`config.mk`:
```
export PLATFORM = sky130hd
export DESIGN_NAME = bus_memory
export DESIGN_NICKNAME = d
export VERILOG_FILES = /design/src/rtl/bus_memory.sv
export SDC_FILE = /design/constraint.sdc
export NUM_CORES = 1
export LEC_CHECK = 0
export CAP_MARGIN = 20
export CELL_PAD_IN_SITES_DETAIL_PLACEMENT = 0
export CELL_PAD_IN_SITES_GLOBAL_PLACEMENT = 1
export CORE_ASPECT_RATIO = 0.7
export CORE_UTILIZATION = 50
export CTS_CLUSTER_DIAMETER = 120
export DETAILED_ROUTE_END_ITERATION = 10
export PLACE_DENSITY = 0.87
export SLEW_MARGIN = 20
export SYNTH_ARGS = -nofsm -noshare
export SYNTH_HDL_FRONTEND = slang
export SYNTH_SLANG_ARGS = --single-unit
export TNS_END_PERCENT = 5
```
`constraint.sdc`:
```
create_clock -name clk -period 2 [get_ports clk]
set_input_delay 0.4 -clock clk [delete_from_list [all_inputs] [get_ports clk]]
set_output_delay 0.4 -clock clk [all_outputs]
set_load 0.02 [all_outputs]
```
`src/rtl/bus_memory.sv`:
```
// Word-addressed 32 x 32 RAM slave on the system bus with a registered read port.
// Every word is cleared by reset, so storage is built from resettable registers.
module bus_memory #(
  parameter int DATA_W = 32,
  parameter int ADDR_W = 8,
  parameter int DEPTH  = 32
) (
  input  logic              clk,
  input  logic              reset_n,
  input  logic              cen,
  input  logic              wen,
  input  logic [ADDR_W-1:0] addr,
  input  logic [DATA_W-1:0] din,
  output logic [DATA_W-1:0] dout
);

  localparam int IDX_W = $clog2(DEPTH);

  logic [IDX_W-1:0]  idx;
  logic              wr_en;
  logic [DATA_W-1:0] mem_rd [DEPTH];
  logic [DATA_W-1:0] dout_d;
  logic [DATA_W-1:0] dout_q;

  // Upper address bits are dropped, so 0x20..0xFF alias onto the 32 words.
  assign idx   = addr[IDX_W-1:0];
  assign wr_en = cen & wen;

  genvar gi;
  generate
    for (gi = 0; gi < DEPTH; gi++) begin : g_word
      logic [DATA_W-1:0] word_q;

      always_ff @(posedge clk or negedge reset_n) begin
        if (!reset_n) begin
          word_q <= '0;
        end else if (wr_en && (idx == IDX_W'(gi))) begin
          word_q <= din;
        end
      end

      assign mem_rd[gi] = word_q;
    end
  endgenerate

  // Only an enabled read drives data; idle and write cycles return zero.
  always_comb begin
    dout_d = '0;
    if (cen && !wen) begin
      dout_d = mem_rd[idx];
    end
  end

  always_ff @(posedge clk or negedge reset_n) begin
    if (!reset_n) begin
      dout_q <= '0;
    end else begin
      dout_q <= dout_d;
    end
  end

  assign dout = dout_q;

endmodule

```
==> results.md <==
* Root Driver: clkbuf_16
* Hold_ws at 0.195 ns
* Worst slew pin tran at 0.566 ns
* Die area at 96300 um^2
* TritonCTS Buffers at 99
* Initial DRC count at 2737
* Remaining global-route overflow at 0
* Int Power at 39.3 mW
* GR Util All Layers at 0.276
* Gate power share at 0.134
* Post-CTS setup buffers at 0
* Max-slew violation count at 0
* Fraction of the yosys area taken by sequential cells at 0.556
* Critical Path Most Common Cell: buf_4
* Largest area contributor in the netlist: dfrtp_1
* Worst-path fanout max at 21
* H-Tree Depth at 3
* Final Cell Area at 55500 um^2
* Hpwl dp at 84300 um
* ANT nets after route at 0
* Vias post-DR at 28545
* Final hold viol count at 0
* Multi-input gate area at 20000 um^2
* CP Cell Sequence: dlygate4sd2_1 > buf_4 > and3_1 > buf_4 > nand3_1 > buf_4 > nor2_4 > buf_12 > mux2_2
* Worst path buffer plus inverter count at 5
* Longest Clk Path Bufs at 3
* Reg power frac at 0.491
* RSZ-0062 raised after global routing: false
* Net count, final at 3277
* Setup violations, final at 0
* Status: complete, no violations
* Critical Path AT at 2.49 ns
* P per Cell Area at 939 nW/um^2
* Final Util at 0.590
* TritonRoute pass-1 iters at 6
* Leakage dissipation at 26.1 nW
* Startpoint Class: primary input
* Initial core utilization at 0.505
* Setup CP Type: in2reg
* CP delay by family, top: buffers and inverters
* Chip Height at 260 um
* Mapped cell area at 47500 um^2
* Die W at 370 um
* Global-route wire length before repair at 199000 um
* Remaining DRCs at 0
* Largest net degree at the start of global routing at 105
* Total net switching power at 12.8 mW
* Buffers added on ports at 72
* Layout cells sized above 1 at 0.537
* Syn Inst Count at 3047
* Placement Setup Slack at -0.897 ns
* Drt total wl at 129000 um
* Rows at 94
* Final Non-Filler Cells at 4562
* Post-Place Cells at 4379
* Crit share post-route at 0.954
* Fmax at 524 MHz
* CTS Sinks at 1056
* Mean Syn Cell Area at 15.6 um^2
* Register area at 26400 um^2
* Synth-to-Final Area Change at 16.9%
* Synthesis warning total at 0
* Seq cells post-synth at 1056
* CP max stage delay at 0.37 ns
* Worst Path Required at 2.58 ns
* Clock skew at 0.0287 ns
* Fillers at 6873
* DR WL/cell at 28.4 um
* Initial antenna violation count at 5
* Post-route setup slack at 0.0929 ns
* Synth unique cells at 33
* Placed Area at 52200 um^2
* Worst Setup End Kind: flip-flop
* Top cells by area, synth: dfrtp_1 (56%), mux2_2 (25%), mux4_2 (9.2%), mux2i_1 (2.7%), buf_2 (1.4%)
* Max-slew headroom at 0.623
* Top-area cell type share of the netlist area at 0.556
* Clock power frac at 0.376
* Core Region at 94100 um^2
* Worst Hold Class: in2async
* Later-pin clock latency in the skew report at 0.71 ns
* Switching Fraction at 0.245
* TNS Setup at 0 ns
* Vias/cell at 6.26
* Slowest CP cell: mux2_2
* I/O pins at 76
* Peak VDD IR at 0.710 mV
* Vias in the first global route at 30741
* GPL Wtd Cong at 0.837
* Total power at 52.1 mW
* CTS tree: built
* Maxcap violations at 0
* Clk slew on worst S/H paths at 0.06 ns
* Post-Syn Nets at 3091
* Final min period at 1.91 ns
## layout by cell type (no fill, tap or decap), drive strengths merged, types with 6 or more instances in the layout
cell type and n:
a221oi 32, and2 32, buf 316, bufinv 9, clkbuf 142, clkdlybuf4s50 32
clkinv 23, dfrtp 1056, dlygate4sd2 34, mux2 1088, mux2i 127, mux4 193
nand2 45, nor2 51, nor3 6, o211ai 32, o221ai 31, o311a 32
## synth_stat cells
library cell,instances
a221oi_1,32
and2_0,1
and2_1,31
and3_1,3
and3b_1,2
buf_1,24
buf_2,134
buf_4,5
clkbuf_1,135
dfrtp_1,1056
inv_2,1
mux2_1,20
mux2_2,1068
mux2i_1,127
mux4_2,193
nand2_1,45
nand2b_1,5
nand3_1,2
nand3b_1,1
nor2_1,48
nor2_2,3
nor2b_1,4
nor3_1,3
nor3_2,3
nor3b_1,1
nor3b_2,1
nor4_2,1
o211ai_1,32
o221ai_1,31
o311a_1,32
or3_1,1
or4_4,1
or4b_1,1
## power by group through the flow
stage / Clock (mW) / Sequential, mW / Combinational, mW
final: 19.6 / 25.6 / 6.96
after global routing: 20.7 / 25.9 / 7.47
after floorplan: 0 / 25.4 / 4.74
after detailed placement: 0 / 25.9 / 6.97
after CTS: 19.9 / 25.6 / 6.99
after global placement: 0 / 25.6 / 6.63
## per-layer routing
| metal | vias up | wire, um | GRT usage | part of all wire |
|---|---|---|---|---|
| met4 | 4 | 3480 | 0.0801 | 0.027 |
| li1 | 11660 | - | - | - |
| met5 | - | 26 | 0 | 0.00020 |
| met1 | 15505 | 55800 | 0.402 | 0.43 |
| met3 | 214 | 11600 | 0.0673 | 0.090 |
| met2 | 1162 | 58400 | 0.412 | 0.45 |
## flip-flops by register name, summed over array words and instances, names as in the netlist
signal / flops
g_word.word_q: 1024
dout: 32
## cell families after synthesis
| logic type | Yosys count | share of synthesized area |
|---|---|---|
| AO/OA/AOI/OAI | 127 | 0.0234 |
| buffers and inverters | 299 | 0.0276 |
| flip-flops | 1056 | 0.556 |
| multiplexers | 1408 | 0.376 |
| AND/OR/NAND/NOR | 157 | 0.0165 |
## worst paths after layout
| path | to | from | slack, ns | depth (start not counted) |
|---|---|---|---|---|
| worst max register to register | dout[24]$_DFF_PN0_ | g_word[22].word_q[24]$_DFFE_PN0P_ | 0.26 | 4 |
| worst min register to register | g_word[16].word_q[9]$_DFFE_PN0P_ | g_word[16].word_q[9]$_DFFE_PN0P_ | 0.48 | 1 |
| worst min-delay path | g_word[3].word_q[15]$_DFFE_PN0P_ | reset_n | 0.20 | 2 |
| min in group clk | dout[15]$_DFF_PN0_ | addr[4] | 0.43 | 4 |
| max in group asynchronous | g_word[11].word_q[7]$_DFFE_PN0P_ | reset_n | 0.89 | 4 |
| worst max-delay path | g_word[11].word_q[16]$_DFFE_PN0P_ | cen | 0.09 | 9 |
## area by class of cell
class                      count  share of cell area
clock buffer                 142              0.0521
tap                         1248              0.0281
inverter                       1           0.0000676
clock inverter                39             0.00863
sequential                  1056               0.476
timing repair buffer         383              0.0752
antenna                        1           0.0000451
multi-input combinational   1692               0.360
## worst register-to-register path: cells and delay by family, from the launching register on
family | cells | cell delay, ns
AOI/OAI and AO/OA | 1 | 0.40
DFF | 1 | 0.39
muxes | 2 | 0.69
and+or+nand+nor | 1 | 0.09
## what timing repair did
action,CTS,global route
endpoints found under the setup margin,308,0
hold endpoints to repair,342,0
gates resized for setup,36,0
hold buffers,1,0
Note: power is estimated with default switching activity, not from simulation.
